===== config.mk =====
export PLATFORM = sky130hd
export DESIGN_NAME = readout_sequencer
export DESIGN_NICKNAME = d
export VERILOG_FILES = /design/src/rtl/readout_pkg.sv /design/src/rtl/readout_sequencer_arbiter.sv /design/src/rtl/readout_sequencer.sv
export SDC_FILE = /design/constraint.sdc
export NUM_CORES = 1
export LEC_CHECK = 0
export ABC_AREA = 0
export CAP_MARGIN = 20
export CORE_MARGIN = 2
export CORE_UTILIZATION = 32
export DETAILED_ROUTE_END_ITERATION = 10
export GPL_TIMING_DRIVEN = 0
export SLEW_MARGIN = 20
export SYNTH_ARGS = -nofsm -noshare
export SYNTH_HDL_FRONTEND = slang
export SYNTH_SLANG_ARGS = --single-unit

===== constraint.sdc =====
create_clock -name clk -period 4.8 [get_ports clk]
set_clock_uncertainty 0.15 [all_clocks]
set_input_delay 0.72 -clock clk [delete_from_list [all_inputs] [get_ports clk]]
set_output_delay 0.72 -clock clk [all_outputs]
set_load 0.01 [all_outputs]

===== src/rtl/readout_pkg.sv =====
// readout_pkg: shared types and constants for the counter readout sequencer.
// Holds the FSM state encoding, the frame cause codes and the default frame geometry.
// Latency: none (types and constants only). Backpressure: none.
package readout_pkg;

  // Default frame geometry: channel words 0..7, then the RTC word.
  localparam int N_WORDS_DEF = 9;
  localparam int WORD_W_DEF  = 12;
  localparam int RTC_SEL     = 8;

  typedef enum logic [1:0] {
    IDLE  = 2'd0,
    LOAD  = 2'd1,
    SHIFT = 2'd2,
    CLEAR = 2'd3
  } state_e;

  typedef enum logic [1:0] {
    CAUSE_NONE = 2'd0,
    CAUSE_HOST = 2'd1,
    CAUSE_CH   = 2'd2,
    CAUSE_RTC  = 2'd3
  } cause_e;

endpackage


===== src/rtl/readout_sequencer_arbiter.sv =====
// req_arbiter: rising-edge detects the three readout requests, holds one pending bit
// per source and offers the highest-priority pending source (RTC > ch > host).
// Latency: an edge sampled at cycle t shows up on grant_valid_o at t+1. Backpressure:
// none; pending bits persist until acked, and repeat edges from a pending source merge.
// Ports:
//   clk, reset         clock, synchronous active-high reset
//   ovf_rtc_i          RTC overflow level
//   ovf_ch_i           OR of channel overflow levels
//   host_req_i         host request level
//   grant_ack_i        sequencer accepts the offered grant (clears that pending bit)
//   grant_valid_o      at least one source pending
//   grant_cause_o      cause code of the highest-priority pending source
module req_arbiter
  import readout_pkg::*;
(
  input  logic       clk,
  input  logic       reset,
  input  logic       ovf_rtc_i,
  input  logic       ovf_ch_i,
  input  logic       host_req_i,
  input  logic       grant_ack_i,
  output logic       grant_valid_o,
  output logic [1:0] grant_cause_o
);

  // Bit order everywhere: [2] RTC, [1] ch, [0] host.
  logic [2:0] req_w;
  logic [2:0] prev_q;
  logic [2:0] pend_q, pend_d;
  logic [2:0] edge_w;
  logic [2:0] grant_oh;
  logic [2:0] clr_w;

  assign req_w  = {ovf_rtc_i, ovf_ch_i, host_req_i};
  assign edge_w = req_w & ~prev_q;

  always_comb begin
    grant_oh      = 3'b000;
    grant_cause_o = CAUSE_NONE;
    if (pend_q[2]) begin
      grant_oh      = 3'b100;
      grant_cause_o = CAUSE_RTC;
    end else if (pend_q[1]) begin
      grant_oh      = 3'b010;
      grant_cause_o = CAUSE_CH;
    end else if (pend_q[0]) begin
      grant_oh      = 3'b001;
      grant_cause_o = CAUSE_HOST;
    end
  end

  assign grant_valid_o = |pend_q;
  assign clr_w         = grant_ack_i ? grant_oh : 3'b000;

  // A fresh edge on the source being granted this cycle is a new request, so set wins.
  assign pend_d = (pend_q & ~clr_w) | edge_w;

  always_ff @(posedge clk) begin
    if (reset) begin
      prev_q <= 3'b000;
      pend_q <= 3'b000;
    end else begin
      prev_q <= req_w;
      pend_q <= pend_d;
    end
  end

endmodule


===== src/rtl/readout_sequencer.sv =====
// readout_sequencer: frame controller that walks the word mux, drives one PISO load and
// WORD_W shift cycles per word, then clears the counters.
// Latency: request edge at t -> first LOAD at t+2; frame = N_WORDS*(1+WORD_W)+1 cycles.
// Backpressure: none; requests arriving mid-frame stay pending and run after CLEAR.
// Ports:
//   clk, reset     clock, synchronous active-high reset
//   ovf_rtc        RTC overflow level
//   ovf_ch         OR of channel overflows
//   host_req       host readout request level
//   sel            word mux select (0..N_WORDS-1)
//   sl             PISO control, 1 = parallel load, 0 = shift
//   frame_valid    serial output carries a payload bit this cycle
//   frame_start    pulse on the first LOAD of a frame
//   out_rst        one-cycle counter clear at frame end
//   done           pulse coincident with out_rst
//   busy           high from first LOAD through CLEAR
//   cause          latched cause of the current/last frame
module readout_sequencer
  import readout_pkg::*;
#(
  parameter int N_WORDS = N_WORDS_DEF,
  parameter int WORD_W  = WORD_W_DEF
) (
  input  logic       clk,
  input  logic       reset,
  input  logic       ovf_rtc,
  input  logic       ovf_ch,
  input  logic       host_req,
  output logic [3:0] sel,
  output logic       sl,
  output logic       frame_valid,
  output logic       frame_start,
  output logic       out_rst,
  output logic       done,
  output logic       busy,
  output logic [1:0] cause
);

  localparam logic [3:0] LAST_SEL = 4'(N_WORDS - 1);
  localparam logic [3:0] LAST_BIT = 4'(WORD_W - 1);

  state_e     state_q, state_d;
  logic [3:0] sel_q, sel_d;
  logic [3:0] bit_cnt_q, bit_cnt_d;
  logic [1:0] cause_q, cause_d;
  logic       sl_q, sl_d;
  logic       fv_q, fv_d;
  logic       fs_q, fs_d;
  logic       clr_q, clr_d;
  logic       busy_q, busy_d;

  logic       grant_valid;
  logic [1:0] grant_cause;
  logic       grant_ack;

  req_arbiter u_arb (
    .clk          (clk),
    .reset        (reset),
    .ovf_rtc_i    (ovf_rtc),
    .ovf_ch_i     (ovf_ch),
    .host_req_i   (host_req),
    .grant_ack_i  (grant_ack),
    .grant_valid_o(grant_valid),
    .grant_cause_o(grant_cause)
  );

  always_comb begin
    state_d   = state_q;
    sel_d     = sel_q;
    bit_cnt_d = bit_cnt_q;
    cause_d   = cause_q;
    grant_ack = 1'b0;

    case (state_q)
      IDLE: begin
        sel_d = 4'd0;
        if (grant_valid) begin
          grant_ack = 1'b1;
          cause_d   = grant_cause;
          state_d   = LOAD;
        end
      end
      LOAD: begin
        bit_cnt_d = 4'd0;
        state_d   = SHIFT;
      end
      SHIFT: begin
        bit_cnt_d = bit_cnt_q + 4'd1;
        if (bit_cnt_q == LAST_BIT) begin
          if (sel_q < LAST_SEL) begin
            sel_d   = sel_q + 4'd1;
            state_d = LOAD;
          end else begin
            state_d = CLEAR;
          end
        end
      end
      CLEAR: begin
        sel_d   = 4'd0;
        state_d = IDLE;
      end
      default: begin
        sel_d   = 4'd0;
        state_d = IDLE;
      end
    endcase

    // Outputs are decoded from the next state so every output is a flop.
    sl_d   = (state_d == LOAD);
    fv_d   = (state_d == SHIFT);
    fs_d   = (state_q == IDLE) && (state_d == LOAD);
    clr_d  = (state_d == CLEAR);
    busy_d = (state_d != IDLE);
  end

  always_ff @(posedge clk) begin
    if (reset) begin
      state_q   <= IDLE;
      sel_q     <= 4'd0;
      bit_cnt_q <= 4'd0;
      cause_q   <= CAUSE_NONE;
      sl_q      <= 1'b0;
      fv_q      <= 1'b0;
      fs_q      <= 1'b0;
      clr_q     <= 1'b0;
      busy_q    <= 1'b0;
    end else begin
      state_q   <= state_d;
      sel_q     <= sel_d;
      bit_cnt_q <= bit_cnt_d;
      cause_q   <= cause_d;
      sl_q      <= sl_d;
      fv_q      <= fv_d;
      fs_q      <= fs_d;
      clr_q     <= clr_d;
      busy_q    <= busy_d;
    end
  end

  assign sel         = sel_q;
  assign sl          = sl_q;
  assign frame_valid = fv_q;
  assign frame_start = fs_q;
  assign out_rst     = clr_q;
  assign done        = clr_q;
  assign busy        = busy_q;
  assign cause       = cause_q;

endmodule


# == Word-level counts from Yosys, hierarchy flattened ==
# Cells that the tools add are included.
# op_classes
muxes,17
bitwise,5
n_reduce_logical,9
magnitude_cmp,1
addsub,2
eq_ne,9
# op_table
op,count
4-bit case mux with 2 select lines,2
2-bit 2-to-1 mux,5
3-bit 2-to-1 mux,3
"4-bit by 1-bit adder with 4-bit output, second input constant",2
"2-bit equality test, second input constant",4
4-bit 2-to-1 mux,2
2-bit case mux with 4 select lines,1
3-bit bitwise AND,2
3-bit NOT,2
2-bit nonzero test,3
"2-bit by 1-bit equality test with 1-bit output, second input constant",2
"4-bit equality test, second input constant",1
"4-bit < comparator, second input constant",1
1-bit 2-to-1 mux,4
"2-bit inequality test, second input constant",2
3-bit bitwise OR,1
3-bit AND reduction,1
3-bit OR reduction,1
2-bit logical NOT,1
2-bit AND reduction,1
2-bit OR reduction,1
1-bit logical AND,1
# totals
word_cells,54
ff_bits,23
inputBits,5
output_inout_bits,12

# == Depth between registers and ports, before layout ==
# logic_depth
ltp_word,7
depth_mapped,6
ltp_nobuf,5

# == Cells and area by module ==
# Synthesis repeated with hierarchy kept, for this count alone.
# unflattened
cells_unflattened,113
hier_area_um2,1033.5
# by_module_without_submodules
mod,cells_per_inst,area_each_um2,n_inst,seq_area_each_um2
readout_sequencer,90,812.0,1,340.3
req_arbiter,23,221.5,1,120.1

# == Least setup slack after synthesis ==
# OpenSTA, ideal clock, no wires.
# synth_path
kind,register to register
startpoint,register state_q[0]
endpoint,register fv_q (netlist: frame_valid)
path_slack_ps,3121
period_less_slack_ps,1679
required_ps,4589
stages_incl_launch_ff,6
path_buffers,0
setup_time_ps,61
arrival_time_ps,1468
cell_sequence,dfxtp_1 > inv_1 > ha_1 > or4b_4 > o22ai_2 > and4_1
# synth_between
elab_chain_len,3
word_cells_on_any_way,8
cone_classes,eq/ne (4); mux (3); reduce/logical (1)
# synth_rtl
item,line_no,source
"start, declared",readout_sequencer.sv:42,"state_e state_q, state_d;"
"start signal, assigned",readout_sequencer.sv:128,state_q <= state_d;
"2-bit equality test, or another cell as far along",readout_sequencer.sv:74,case (state_q)
2-bit case mux with 4 select lines *,readout_sequencer.sv:74,
2-bit equality test *,readout_sequencer.sv:110,fv_d = (state_d == SHIFT);
"end signal, assigned",readout_sequencer.sv:133,fv_q <= fv_d;
"end, declared",readout_sequencer.sv:47,"logic fv_q, fv_d;"
# Mark *: on every way between the ends. The rest lies on a longest branch, timed or not.
# A chain may end at the register's enable or synchronous reset.

# == Worst setup path in the final report ==
# layout_path
startpoint,register sel_q[3] (netlist: sel[3])
endpoint,output sel[3]
# layout_lines
item,line_no,source
"start, declared",readout_sequencer.sv:43,"logic [3:0] sel_q, sel_d;"
"start signal, assigned",readout_sequencer.sv:129,sel_q <= sel_d;
"end, declared",readout_sequencer.sv:29,"output logic [3:0] sel,"
# No word-level cell between the ends.

==> flow_metrics.py <==
metrics = {
    "sta": {
        "tns_ns": 0,
        "max_freq_mhz": 457,
        "period_minus_slack_ns": 2.19,
        "grt_setup_unrepaired": "no",
        "tightest_slew_ns": 0.464,
        "drv_slew": 0,
        "post-route-period-util_pct": 45.6,
        "relSlewSlack_pct": 69.1,
        "finalHoldViolations": 0,
        "finalSetupViolations": 0,
        "setup_ws_ns": 2.61,
    },
    "power": {
        "combPwrFrac_pct": 41.6,
        "clkPwrFrac_pct": 15.4,
        "leakage_nw": 0.508,
        "p_sw_share_pct": 35.8,
        "ir_drop_mv": 0.120,
        "p_int_mw": 0.364,
        "sequentialPowerShare_pct": 43.0,
        "power.switching_mw": 0.203,
        "cellPowerDensity_nw_per_um2": 427,
    },
    "setup_path": {
        "crit_path_max_incr_delay_ns": 0.57,
        "reg2reg_depth": 6,
        "end_kind": "primary output",
        "critPathTopFamily": "buffers and inverters",
        "reg2reg_to": "frame_start",
        "required_ns": 3.93,
        "cp-start-kind": "register",
        "worstSetupPathType": "register to primary output",
        "reg2reg_slack_ns": 2.82,
        "cp.arrival_ns": 1.32,
        "r2r-start": "state_q[0]",
        "crit_buf_inv": 1,
        "critical-path-slowest-cell": "clkdlybuf4s50_1",
        "crit_path_max_fanout": 6,
        "crit_chain": "clkdlybuf4s50_1",
        "crit_start": "sel[3]",
    },
    "global_route": {
        "use_met3_pct": 1.81,
        "grt_usage_pct": 12.0,
        "globalRoute.busiestLayer": "met2",
        "grt_pass1_wl_microns": 3750,
        "grt_pass1_vias": 860,
        "antenna_found_initial": 0,
        "use_met1_pct": 14.0,
        "grt_overflow_total": 0,
        "grt_max_degree": 14,
        "grt.met2_usage_pct": 20.9,
    },
    "clock_network": {
        "cts.sinks": 23,
        "clk_pin_slew_worst_paths_ns": 0.12,
        "hold_buffers": 0,
        "cts_tree": "built",
        "cts_max_level": 1,
        "cts_buffer_depth": 2,
        "cts_setup_buffers": 0,
        "cts_buffers": 3,
        "cts_resized": 0,
        "root_buffer": "clkbuf_4",
        "insertion_delay_ns": 0.30,
    },
    "hold_path": {
        "min_to": "cause[1]",
        "hold_depth": 2,
        "worstHoldStart": "cause[1]",
        "hold_path_class": "register to register",
    },
    "drt": {
        "drtAntennaViolNets": 0,
        "dr_total_vias": 920,
        "vias_per_cell": 4.97,
        "initialDrtViolationCount": 32,
        "drcViolationCount": 0,
        "wl_per_cell_microns": 11.7,
        "wirelength_microns": 2170,
        "firstDrtPassIters": 4,
    },
    "final_layout": {
        "final_cell_area_sq_um": 1330,
        "areaGrowthSynthToFinish_pct": 22.7,
        "nets": 151,
        "antenna_cells": 0,
        "layout-drive-gt1-share_pct": 8.63,
        "fin_cells": 185,
    },
    "floorplan": {
        "core_sq_um": 3280,
        "die_w_microns": 62.1,
        "die-area_sq_um": 3860,
        "die_y_microns": 62.1,
        "initial_core_util_pct": 32.9,
        "rows": 21,
        "io_pins": 17,
    },
    "flow_run": {
        "maxCapViolations": 0,
    },
    "synth": {
        "synthesis.nets": 130,
        "synth_cell_types": 40,
        "synth_most_common_cell": "dfxtp_1",
        "yosys.area.top_type_share_pct": 42.6,
        "yosys-top-cells-count": "23 x dfxtp_1, 11 x a21oi_1, 9 x nand2_1, 8 x o21ai_0, 7 x inv_1",
        "synthXorXnorAreaFrac_pct": 0,
        "yosysWarnings": 0,
        "ys_ff_latch": 23,
        "synth_area_sq_um": 1080,
        "synth-compound-area-share_pct": 18.4,
        "synth_fa_ha_area_share_pct": 6.94,
        "avgSynthCellArea_sq_um": 9.08,
        "synth-seq-area-share_pct": 42.6,
        "synth_enable_flop_cells": 0,
        "synthSimpleGateAreaFrac_pct": 24.2,
        "synth_area_leaders": "dfxtp_1 43%, ha_1 6.9%, a21oi_1 5.1%",
        "synth_top_family_by_area": "simple AND/OR/NAND/NOR gates",
        "netlist_instances": 119,
        "synthMuxAreaShare_pct": 2.89,
        "synthFlopType": "dfxtp_1",
        "async_flop_share_pct": 0,
        "synth_area_leader_cell": "dfxtp_1",
    },
    "placed_design": {
        "dp_hpwl_microns": 1640,
        "place_inst": 181,
        "place.gp.congestion": 0.827,
        "placed_area_sq_um": 1300,
        "place_ws_ns": 2.42,
        "port_buffers": 16,
    },
    "status": {
        "outcome": "finished, final reports clean",
    },
}
## layout by cell type (no fill, tap or decap), drive strengths merged, types with 2 or more instances in the layout
cell           synthesis  routed
dfxtp                 23      23
clkdlybuf4s50          0      16
a21oi                 11      11
nand2                  9       9
o21ai                  9       9
inv                    8       8
ha                     6       6
clkbuf                 3       6
nor2b                  5       5
nor2                   5       5
o211ai                 4       4
nand3                  4       4
nand2b                 2       2
and3                   2       2
nand4                  2       2
nor4bb                 2       2
mux2i                  2       2
buf                    2       2
## per-layer routing
| metal | part of all wire (%) | routed length (microns) | vias to the layer above |
|---|---|---|---|
| li1 | - | - | 475 |
| met1 | 47 | 1010 | 430 |
| met2 | 49 | 1070 | 13 |
| met3 | 2.5 | 54 | 2 |
| met4 | 1.3 | 28 | 0 |
| met5 | 0 | 0 | - |
## power groups by stage
stage | Sequential, mW | Combinational (mW) | Clock, mW
final | 0.244 | 0.236 | 0.0872
after global routing | 0.249 | 0.263 | 0.101
after CTS | 0.244 | 0.237 | 0.0929
after detailed placement | 0.248 | 0.237 | 0
after global placement | 0.247 | 0.232 | 0
after floorplan | 0.255 | 0.145 | 0
## through the flow
step	util, %	power (mW)	hold slack (ns)
final	40.4	0.567	0.312
after global routing	40.4	0.612	0.343
after global placement	39.5	0.480	0.293
after detailed placement	39.5	0.485	0.303
after floorplan	-	0.400	0.304
after CTS	40.4	0.573	0.320
## sequential cells by signal (all words and copies together) (netlist names), 2 cells and up
name	count
bit_cnt_q	4
cause	2
sel	4
state_q	2
u_arb.pend_q	3
u_arb.prev_q	3
## worst max-delay path by stage
stage	cells past startpoint	end	slack, ns
final	1	sel[3]	2.61
after global routing	1	sel[3]	2.55
after CTS	1	sel[3]	2.60
after detailed placement	5	done	2.42
after global placement	5	done	2.41
after floorplan	5	frame_valid	3.12
## cell type report
type,count,area (sq um)
Fill cell,330,1960
Multi-Input combinational cell,83,567
Sequential cell,23,460
Timing Repair Buffer,16,160
Tap cell,46,57.6
Inverter,8,30.0
Buffer,5,23.8
Clock buffer,3,22.5
Clock inverter,1,5.00
## worst min-delay path, delay by kind of cell, from the launching register on
| kind | cells | cell delay, ns |
|---|---|---|
| AOI/OAI and AO/OA | 1 | 0.05 |
| DFF | 1 | 0.33 |
| and+or+nand+nor | 1 | 0.05 |
## cells by family (layout without fill, tap and decap cells)
| family | Yosys count | after routing |
|---|---|---|
| and+or+nand+nor | 42 | 42 |
| AOI/OAI and AO/OA | 32 | 32 |
| DFF | 23 | 23 |
| buffers and inverters | 13 | 33 |
| adders and majority gates | 6 | 6 |
| muxes | 3 | 3 |
Note: power is estimated with default switching activity, not from simulation.
